File: config.mk
export PLATFORM = sky130hd
export DESIGN_NAME = tt_pad_cfg_seq
export DESIGN_NICKNAME = d
export VERILOG_FILES = /design/src/rtl/tt_pad_cfg_seq.sv
export SDC_FILE = /design/constraint.sdc
export NUM_CORES = 1
export LEC_CHECK = 0
export ABC_AREA = 1
export ABC_CLOCK_PERIOD_IN_PS = 900
export BUFFER_PORTS_ARGS = -buffer_cell sky130_fd_sc_hd__buf_2
export CAP_MARGIN = 0
export CORE_MARGIN = 5
export CORE_UTILIZATION = 30
export CTS_BUF_LIST = sky130_fd_sc_hd__clkbuf_2 sky130_fd_sc_hd__clkbuf_4 sky130_fd_sc_hd__clkbuf_8
export DETAILED_ROUTE_END_ITERATION = 12
export GPL_TIMING_DRIVEN = 1
export PLACE_DENSITY = 0.53
export SYNTH_ARGS = -nofsm -noshare
export SYNTH_HDL_FRONTEND = slang
export SYNTH_SLANG_ARGS = --single-unit
File: constraint.sdc
create_clock -name clk -period 0.9 [get_ports clk]
set_input_delay 0.045 -clock clk [delete_from_list [all_inputs] [get_ports clk]]
set_output_delay 0.045 -clock clk [all_outputs]
set_load 0.005 [all_outputs]
File: src/rtl/tt_pad_cfg_seq.sv
// rtl/tt_pad_cfg_seq.sv - staged GPIO pad-control sequencer with break-before-make commit
// Define TT_PAD_SEQ_GUARD_EN to build the guarded OFF/WAIT1/CFG/WAIT2 sequence; otherwise commit applies in one edge.
module tt_pad_cfg_seq #(
  parameter int NUM_PADS     = 8,
  parameter int GUARD_CYCLES = 4
) (
  input  logic                clk,
  input  logic                rst_n,
  input  logic                cfg_valid,
  output logic                cfg_ready,
  input  logic [3:0]          cfg_addr,
  input  logic [5:0]          cfg_wdata,
  input  logic                commit,
  output logic                busy,
  output logic                done,
  output logic [NUM_PADS-1:0] pad_oe,
  output logic [NUM_PADS-1:0] pad_ie,
  output logic [NUM_PADS-1:0] pad_sl,
  output logic [NUM_PADS-1:0] pad_cs,
  output logic [NUM_PADS-1:0] pad_pd,
  output logic [NUM_PADS-1:0] pad_pu
);

  localparam logic [5:0] STG_RST = 6'b000010;

  logic [5:0]          stg_q [NUM_PADS];
  logic [5:0]          stg_d [NUM_PADS];
  logic [NUM_PADS-1:0] oe_q, oe_d, ie_q, ie_d, sl_q, sl_d;
  logic [NUM_PADS-1:0] cs_q, cs_d, pd_q, pd_d, pu_q, pu_d;
  logic [NUM_PADS-1:0] st_oe, st_ie, st_sl, st_cs, st_pd, st_pu;
  logic                done_q, done_d;
  logic                wr_en;

  assign wr_en = cfg_valid & cfg_ready;

  // Same-cycle write is folded in so a commit sees it; out-of-range addresses match no pad.
  always_comb begin
    for (int i = 0; i < NUM_PADS; i++) begin
      stg_d[i] = stg_q[i];
      if (wr_en && (cfg_addr == i[3:0])) begin
        stg_d[i] = cfg_wdata;
      end
      st_oe[i] = stg_d[i][0];
      st_ie[i] = stg_d[i][1];
      st_sl[i] = stg_d[i][2];
      st_cs[i] = stg_d[i][3];
      st_pd[i] = stg_d[i][4];
      st_pu[i] = stg_d[i][5];
    end
  end

`ifdef TT_PAD_SEQ_GUARD_EN
  typedef enum logic [2:0] {
    ST_IDLE  = 3'd0,
    ST_OFF   = 3'd1,
    ST_WAIT1 = 3'd2,
    ST_CFG   = 3'd3,
    ST_WAIT2 = 3'd4
  } state_t;

  localparam logic [3:0] GUARD_LOAD = 4'(GUARD_CYCLES);

  state_t     state_q, state_d;
  logic [3:0] cnt_q, cnt_d;

  always_comb begin
    state_d = state_q;
    cnt_d   = cnt_q;
    oe_d    = oe_q;
    ie_d    = ie_q;
    sl_d    = sl_q;
    cs_d    = cs_q;
    pd_d    = pd_q;
    pu_d    = pu_q;
    done_d  = 1'b0;
    case (state_q)
      ST_IDLE: begin
        if (commit) begin
          state_d = ST_OFF;
          oe_d    = oe_q & st_oe;
        end
      end
      ST_OFF: begin
        state_d = ST_WAIT1;
        cnt_d   = GUARD_LOAD;
      end
      ST_WAIT1: begin
        if (cnt_q == 4'd1) begin
          state_d = ST_CFG;
          cnt_d   = 4'd0;
          ie_d    = st_ie;
          sl_d    = st_sl;
          cs_d    = st_cs;
          pd_d    = st_pd;
          pu_d    = st_pu;
        end else begin
          cnt_d = cnt_q - 4'd1;
        end
      end
      ST_CFG: begin
        state_d = ST_WAIT2;
        cnt_d   = GUARD_LOAD;
      end
      ST_WAIT2: begin
        if (cnt_q == 4'd1) begin
          state_d = ST_IDLE;
          cnt_d   = 4'd0;
          oe_d    = st_oe;
          done_d  = 1'b1;
        end else begin
          cnt_d = cnt_q - 4'd1;
        end
      end
      default: begin
        state_d = ST_IDLE;
        cnt_d   = 4'd0;
      end
    endcase
  end

  always_ff @(posedge clk) begin
    if (!rst_n) begin
      state_q <= ST_IDLE;
      cnt_q   <= 4'd0;
    end else begin
      state_q <= state_d;
      cnt_q   <= cnt_d;
    end
  end

  assign cfg_ready = (state_q == ST_IDLE);
  assign busy      = (state_q != ST_IDLE);
`else
  always_comb begin
    oe_d   = oe_q;
    ie_d   = ie_q;
    sl_d   = sl_q;
    cs_d   = cs_q;
    pd_d   = pd_q;
    pu_d   = pu_q;
    done_d = 1'b0;
    if (commit) begin
      oe_d   = st_oe;
      ie_d   = st_ie;
      sl_d   = st_sl;
      cs_d   = st_cs;
      pd_d   = st_pd;
      pu_d   = st_pu;
      done_d = 1'b1;
    end
  end

  assign cfg_ready = 1'b1;
  assign busy      = 1'b0;
`endif

  always_ff @(posedge clk) begin
    if (!rst_n) begin
      for (int i = 0; i < NUM_PADS; i++) begin
        stg_q[i] <= STG_RST;
      end
      oe_q   <= '0;
      ie_q   <= '1;
      sl_q   <= '0;
      cs_q   <= '0;
      pd_q   <= '0;
      pu_q   <= '0;
      done_q <= 1'b0;
    end else begin
      for (int i = 0; i < NUM_PADS; i++) begin
        stg_q[i] <= stg_d[i];
      end
      oe_q   <= oe_d;
      ie_q   <= ie_d;
      sl_q   <= sl_d;
      cs_q   <= cs_d;
      pd_q   <= pd_d;
      pu_q   <= pu_d;
      done_q <= done_d;
    end
  end

  assign pad_oe = oe_q;
  assign pad_ie = ie_q;
  assign pad_sl = sl_q;
  assign pad_cs = cs_q;
  assign pad_pd = pd_q;
  assign pad_pu = pu_q;
  assign done   = done_q;

endmodule
==> After elaboration in Yosys (flattened, before gate mapping) <==
Memories as Yosys holds them, arrays and structs flattened.
Index checks and enable logic that the tools add are counted.
{ "totals": {"ram_bits": 48, "output_inout_bits": 51, "register_bits": 49, "latchBits": 0, "wordCells": 51, "input_bits": 14, "mem_bits_ro": 0, "n_memories": 1} }
{ "op_classes": {"n_addsub": 0, "n_eq_ne": 7, "shift": 0, "bitwise_logic": 8, "n_reduce_logical": 9, "magnitude_cmp": 0, "n_mux": 19, "n_div": 0, "n_mul": 0} }
{ "mem_list": {"columns": ["memory", "depth", "width", "read_ports", "rd_clocked_by_memory_dff", "wr", "line_no", "source"], "rows": [
  ["stg_q", 8, 6, 8, 0, 8, "26", "logic [5:0] stg_q [NUM_PADS];"]
]} }
{ "ops": {"columns": ["cell", "count"], "rows": [
  ["6-bit 2-to-1 mux", 16],
  ["4-bit by 3-bit == test with 1-bit output, second input constant", 4],
  ["4-bit by 2-bit == test with 1-bit output, second input constant", 2],
  ["1-bit logical AND", 8],
  ["1-bit OR", 8],
  ["4-bit by 1-bit == test with 1-bit output, second input constant", 1],
  ["4-bit logical NOT", 1],
  ["1-bit 2-to-1 mux", 3]
]} }

==> Depth between registers and ports, before layout <==
Gate-level depths: netlist of run 1.
{ "depth": {"ltp_word": 4, "mapped_depth": 7, "mapped_depth_nobuf": 7} }

==> Worst setup path before layout of run 1 <==
Ideal clock, no wire load.
{ "synth_timing": {"path_type": "input to register", "from": "input port cfg_addr[3]", "to": "register oe_q[6] (netlist: pad_oe[6])", "stages": 7, "arrival_ps": 804, "slack_ps": -13, "cell_sequence": "inv_1 nand3_1 clkbuf_1 o21ai_0 nand3_1 nand2_1 inv_1"} }
{ "synth_between": {"elab_chain_len": 3} }
{ "synth_rtl": {"columns": ["item", "line_no", "source"], "rows": [
  ["from (decl)", "11", "input logic [3:0] cfg_addr,"],
  ["4-bit by 3-bit == test with 1-bit output", "40", "if (wr_en && (cfg_addr == i[3:0])) begin"],
  ["1-bit logical AND", "40", null],
  ["6-bit 2-to-1 mux", "40", null],
  ["to (signal assigned)", "162", "oe_q <= '0;"],
  ["to (signal assigned)", "173", "oe_q <= oe_d;"],
  ["to (decl)", "28", "logic [NUM_PADS-1:0] oe_q, oe_d, ie_q, ie_d, sl_q, sl_d;"]
]} }
Every way passes these cells.
A chain may end at the register's enable or synchronous reset.

==> Worst setup path in the final report of run 1 <==
{ "layout_timing": {"from": "register sl_q[1] (netlist: pad_sl[1])", "to": "output port pad_sl[1]"} }
{ "layout_lines": {"columns": ["item", "line_no", "source"], "rows": [
  ["from (decl)", "28", null],
  ["from (signal assigned)", "175", "sl_q <= sl_d;"],
  ["to (decl)", "18", "output logic [NUM_PADS-1:0] pad_sl,"]
]} }
No word-level cell between the ends.

==> results of run 1 <==
## Yosys cell counts, drive strengths merged
library cell    n  area [um^2]
nor2           89        351.6
a21oi          48        240.2
buf            13        67.56
o21ai          18        90.08
clkinv          1        5.000
nand3          47        240.2
nand2         124        465.5
nand4          22        137.6
dfxtp          97         1942
conb            2        7.510
clkbuf         20        77.57
inv            53        198.9
o21bai          2        15.01
## metrics by stage
step	cells	setup slack (ns)	setup TNS [ns]	utilization	hold slack, ns
after floorplan	536	0.004976	0	-	0.1481
after global routing	797	-0.03025	-0.08326	0.3932	0.04715
after CTS	797	-0.01649	-0.03792	0.3842	0.01685
after detailed placement	784	-0.3768	-21.76	0.3687	0.4254
final	797	-0.0006629	-0.0006629	0.3932	0.03233
after global placement	784	-0.3702	-20.43	0.3687	0.4185
## flip-flops by register name, summed over array words and instances (netlist names)
name    flops
done        1
pad_cs      8
pad_ie      8
pad_oe      8
pad_pd      8
pad_pu      8
pad_sl      8
stg_q      48
## cell families after synthesis
group	Yosys count	share of synthesized area
simple gates	282	0.3113
flops	97	0.5059
buf+inv	87	0.09093
compound gates	68	0.08996
other cells	2	0.001956
## what timing repair did
action | in CTS | in global routing
setup endpoints to repair | 12 | 54
pin swaps | 0 | 0
gates resized for setup | 13 | 48
## final cells by class
cell class              instances  area, um^2  share of cell area
flip-flops and latches         97        1997              0.4041
multi-input cells             352        1565              0.3167
repair buffers                109       788.3              0.1595
well taps                     172       215.2             0.04354
inverters                      54       203.9             0.04127
clock buffers                  13       172.7             0.03494
## power by group through the flow
stage	Sequential, uW	Combinational, uW	Clock, uW
final	4530	983	2670
after global routing	4550	1110	2900
after CTS	4510	965	2760
after detailed placement	4610	958	0
after global placement	4600	949	0
after floorplan	4610	524	0
## worst max path at each step
stage / startpoint / endpoint / slack (ns) / cells past startpoint
floorplan: cfg_addr[3] / pad_oe[6]$_SDFFE_PN0P_ / 0.005 / 7
global placement: cfg_addr[0] / pad_pd[4]$_SDFFE_PN0P_ / -0.37 / 8
detailed placement: cfg_addr[0] / pad_pd[4]$_SDFFE_PN0P_ / -0.38 / 8
CTS: pad_sl[1]$_SDFFE_PN0P_ / pad_sl[1] / -0.02 / 1
global route: pad_sl[1]$_SDFFE_PN0P_ / pad_sl[1] / -0.03 / 1
finish: pad_sl[1]$_SDFFE_PN0P_ / pad_sl[1] / -0.0007 / 1
## layer usage
layer / vias up / share of wire / GRT usage
met4: 0 / 0.013 / 0.04775
met2: 77 / 0.46 / 0.2258
met5: - / 0 / 0
li1: 1868 / - / -
met3: 16 / 0.070 / 0.04254
met1: 1643 / 0.46 / 0.1981
==> impl_metrics.tcl, run 1 <==
set metrics [dict create \
    min-delay-start "cfg_wdata[2]" \
    hold_depth 3 \
    first_pass_iters 4 \
    rows 41 \
    fillers 1319 \
    postCtsSetupBuffers 0 \
    startpoint_type "flop" \
    p_seq_frac 0.553 \
    hold_viol_final 0 \
    r2r-end "stg_q[1][17]$_SDFF_PN0_" \
    setup_viol 1 \
    yosysUniqueCellTypes 21 \
    pwr-share-comb 0.120 \
    drt-initial-drc-count 160 \
    rsz0062_at_grt "yes" \
    min_path_type "primary input to flop" \
    synth_nets 550 \
    p_clk_frac 0.327 \
    cts_tree "done" \
    grt_max_degree 47 \
    numCtsBuffers 9 \
    ys_warn_count 0 \
    io_pins 65 \
    fin_skew_ns 0.007555 \
    cts_hold_buf 0 \
    violations "setup timing" \
    p_total_uw 8184 \
    stdcell_area_um2 4942 \
    core_area_um2 12570 \
    cts.sinks 97 \
    status "complete, but fails checks" \
    syn_avg_cell_area_um2 7.162 \
    grt_antenna_before_repair 0 \
    grt_util_all_layers 0.1466 \
    crit_path_top_delay_cell "dfxtp_4" \
    timing.rr.start "stg_q[1][17]$_SDFF_PN0_" \
    crit_required_ns 0.85 \
    max-cap-violations 0 \
    grt_pass1_vias 3325 \
    ys_seq_area_frac 0.5059 \
    r2r_slack_ns 0.15 \
    clk_pin_slew_ns 0.09 \
    switchingPower_uw 2093 \
    fin_nets 637 \
    cp_cell_sequence "buf_6" \
    p_leak_uw 0.002456 \
    die_h_um 123.1 \
    cp_data_arrival_time_ns 0.86 \
    placed_area_um2 4634 \
    cp-end-kind "primary output" \
    wl_mm 10.73 \
    p_sw_frac 0.2557 \
    grt_pass1_wl_mm 17.15 \
    detail_route.vias_per_cell 4.522 \
    layout_common_cells "nand2_1, nor2_1, dfxtp_1, buf_2, inv_1" \
    drive_gt1_frac 0.2816 \
    crit_family "flip-flops" \
    synth_cells 536 \
    start_util 0.3054 \
    irDropWorstVdd_uv 850.1 \
    post-route-period-util 1.001 \
    gp_congestion 0.8112 \
    max_freq_ghz 1.110 \
    cts-root-buf "clkbuf_8" \
    critPathKind "flop to primary output" \
    synth_area_um2 3839 \
    numPortBuffers 62 \
    final_common_cell "nand2_1" \
    drv_slew 0 \
    ys_seq_elements 97 \
    slowest_delay_ns 0.37 \
    syn_to_final_growth_pct 28.75 \
    cp.buffers_inverters 1 \
    diodes 0 \
    min_to "stg_q[1][20]$_SDFF_PN0_" \
    drtAntennaViolNets 0 \
    die_x_um 123.1 \
    design.die.area_um2 15160 \
    dr_total_vias 3604 \
    h-tree-depth 3 \
    power.internal_uw 6091 \
    rr_worst_depth 3 \
    grt-ovfl-total 0 \
    dp_hpwl_mm 7.620 \
    worstPathMaxFanout 2 \
    clk_latency_ns 0.38 \
    setup_ws_ns -0.0006629 \
    wl_per_cell_um 13.46 \
    drc_errors 0 \
    fin_crit_ns 0.9007 \
    power_density_nw_per_um2 1656 \
    cts_max_path_buffers 2 \
]
Power figures use the tool's default switching activity.
==> run 2, diff against run 1 <==
--- a/config.mk
+++ b/config.mk
@@ -9,6 +9,7 @@
 export ABC_CLOCK_PERIOD_IN_PS = 900
 export BUFFER_PORTS_ARGS = -buffer_cell sky130_fd_sc_hd__buf_2
 export CAP_MARGIN = 0
+export CORE_ASPECT_RATIO = 1.2
 export CORE_MARGIN = 5
 export CORE_UTILIZATION = 30
 export CTS_BUF_LIST = sky130_fd_sc_hd__clkbuf_2 sky130_fd_sc_hd__clkbuf_4 sky130_fd_sc_hd__clkbuf_8
==> run 2 against run 1 <==
Compared with the run above:
- worst hold slack better by 0.0058 ns
- critical path type unchanged
- die area about the same
- the flow now finishes without violations
- largest cell class unchanged
- total power up 3.0%
- design area up 0.51%
- via count down 0.33%
==> impl_metrics.tcl, run 2 (synthesis gave the netlist of run 1 again) <==
set metrics [dict create \
    status "finished, final reports clean" \
    cts_max_path_buffers 2 \
    timing.rr.start "pad_pd[1]$_SDFFE_PN0P_" \
    regMostFlops "stg_q" \
    endpoint "pad_ie[1]" \
    start_util 0.3044 \
    irDropWorstVdd_uv 706.9 \
    r2r-end "pad_pd[1]$_SDFFE_PN0P_" \
    cts.sinks 97 \
    h-tree-depth 3 \
    cp_cell_sequence "buf_6" \
    grt_util_all_layers 0.1406 \
    detail_route.vias_per_cell 4.547 \
    slowest_delay_ns 0.37 \
    startpoint_type "flop" \
    numPortBuffers 62 \
    diodes 0 \
    core_area_um2 12610 \
    io_pins 65 \
    grt_antenna_before_repair 0 \
    pwr-share-comb 0.118 \
    p_leak_uw 0.002465 \
    power_density_nw_per_um2 1698 \
    die_x_um 113.3 \
    grt_pass1_wl_mm 16.80 \
    worstPathMaxFanout 2 \
    worstSetupStartpoint "pad_ie[1]$_SDFFE_PN1P_" \
    cp_data_arrival_time_ns 0.85 \
    largest_reg_flops 48 \
    wl_mm 10.66 \
    crit_cells 1 \
    drc_errors 0 \
    max-cap-violations 0 \
    place_ws_ns -0.3413 \
    drv_slew 0 \
    crit_required_ns 0.85 \
    fin_skew_ns 0.01292 \
    die_h_um 133.9 \
    fin_crit_ns 0.8994 \
    drt-initial-drc-count 151 \
    syn_to_final_growth_pct 29.40 \
    cts-root-buf "clkbuf_8" \
    fin_nets 636 \
    critPathKind "flop to primary output" \
    gp_congestion 0.7852 \
    first_pass_iters 4 \
    drtAntennaViolNets 0 \
    fillers 1343 \
    crit_path_top_delay_cell "dfxtp_2" \
    clk_latency_ns 0.38 \
    r2r_slack_ns 0.12 \
    rr_worst_depth 5 \
    cts_tree "done" \
    wl_per_cell_um 13.49 \
    p_seq_frac 0.538 \
    setup_ws_ns 0.0006160 \
    p_clk_frac 0.345 \
    grt_pass1_vias 3217 \
    p_total_uw 8432 \
    dr_total_vias 3592 \
    crit_family "flip-flops" \
    switchingPower_uw 2170 \
    p_sw_frac 0.2573 \
    design.die.area_um2 15170 \
    power.internal_uw 6263 \
    numCtsBuffers 9 \
    final_common_cell "nand2_1" \
    fin_hold_ws_ns 0.03811 \
    setup_viol 0 \
    cp-end-kind "primary output" \
    drive_gt1_frac 0.2780 \
    clk_pin_slew_ns 0.10 \
    min_path_type "primary input to flop" \
    cp.buffers_inverters 1 \
    rows 45 \
    post-route-period-util 0.9993 \
    dp_hpwl_mm 7.650 \
    layout_common_cells "nand2_1, nor2_1, dfxtp_1, inv_1, a21oi_1" \
    rsz0062_at_grt "yes" \
    max_freq_ghz 1.112 \
    hold_viol_final 0 \
    grt-ovfl-total 0 \
    grt_max_degree 45 \
]
==> run 2: cell type report <==
cell class,count,area [um^2],area share
Sequential cell,97,1994,0.4015
Multi-Input combinational cell,352,1553,0.3126
Timing Repair Buffer,108,812.0,0.1635
Tap cell,164,205.2,0.04131
Inverter,54,203.9,0.04106
Clock buffer,11,145.1,0.02922
Clock inverter,4,53.80,0.01083
==> run 2: what timing repair did <==
| action | 4_1_cts | 5_1_grt |
|---|---|---|
| buffers inserted | 0 | 4 |
| endpoints found under the setup margin | 15 | 41 |
| hold buffers | 0 | 0 |
| gates resized for setup | 15 | 43 |
| pin swaps | 0 | 0 |
==> run 2: metal layers <==
metal  wire length (um)  track usage
met4                135      0.04609
met5                  0            0
met3                461      0.03745
met1               4818       0.1752
met2               5243       0.2355
==> run 2: worst min path at each step <==
stage | from | end | depth (start not counted)
CTS | cfg_wdata[2] | stg_q[1][14]$_SDFF_PN0_ | 3
global route | rst_n | stg_q[0][13]$_SDFF_PN1_ | 3
finish | cfg_wdata[2] | stg_q[1][14]$_SDFF_PN0_ | 3
floorplan | rst_n | stg_q[0][1]$_SDFF_PN1_ | 2
global placement | cfg_wdata[2] | stg_q[1][2]$_SDFF_PN0_ | 3
detailed placement | cfg_wdata[0] | stg_q[1][0]$_SDFF_PN0_ | 3
==> run 2: power groups by stage <==
stage	combinational (uW)	clock, uW	sequential, uW
global route	1110	3150	4550
finish	991	2910	4530
floorplan	524	0	4610
detailed placement	946	0	4610
CTS	951	3000	4520
global placement	938	0	4610
==> run 2: through the flow <==
stage	std cells	utilization	cell area, um^2	TNS, ns
floorplan	536	-	3840	0
global placement	771	0.3637	4587	-18.27
detailed placement	771	0.3637	4587	-18.94
CTS	786	0.3810	4805	-0.1404
global route	790	0.3938	4967	-0.2810
finish	790	0.3938	4967	0
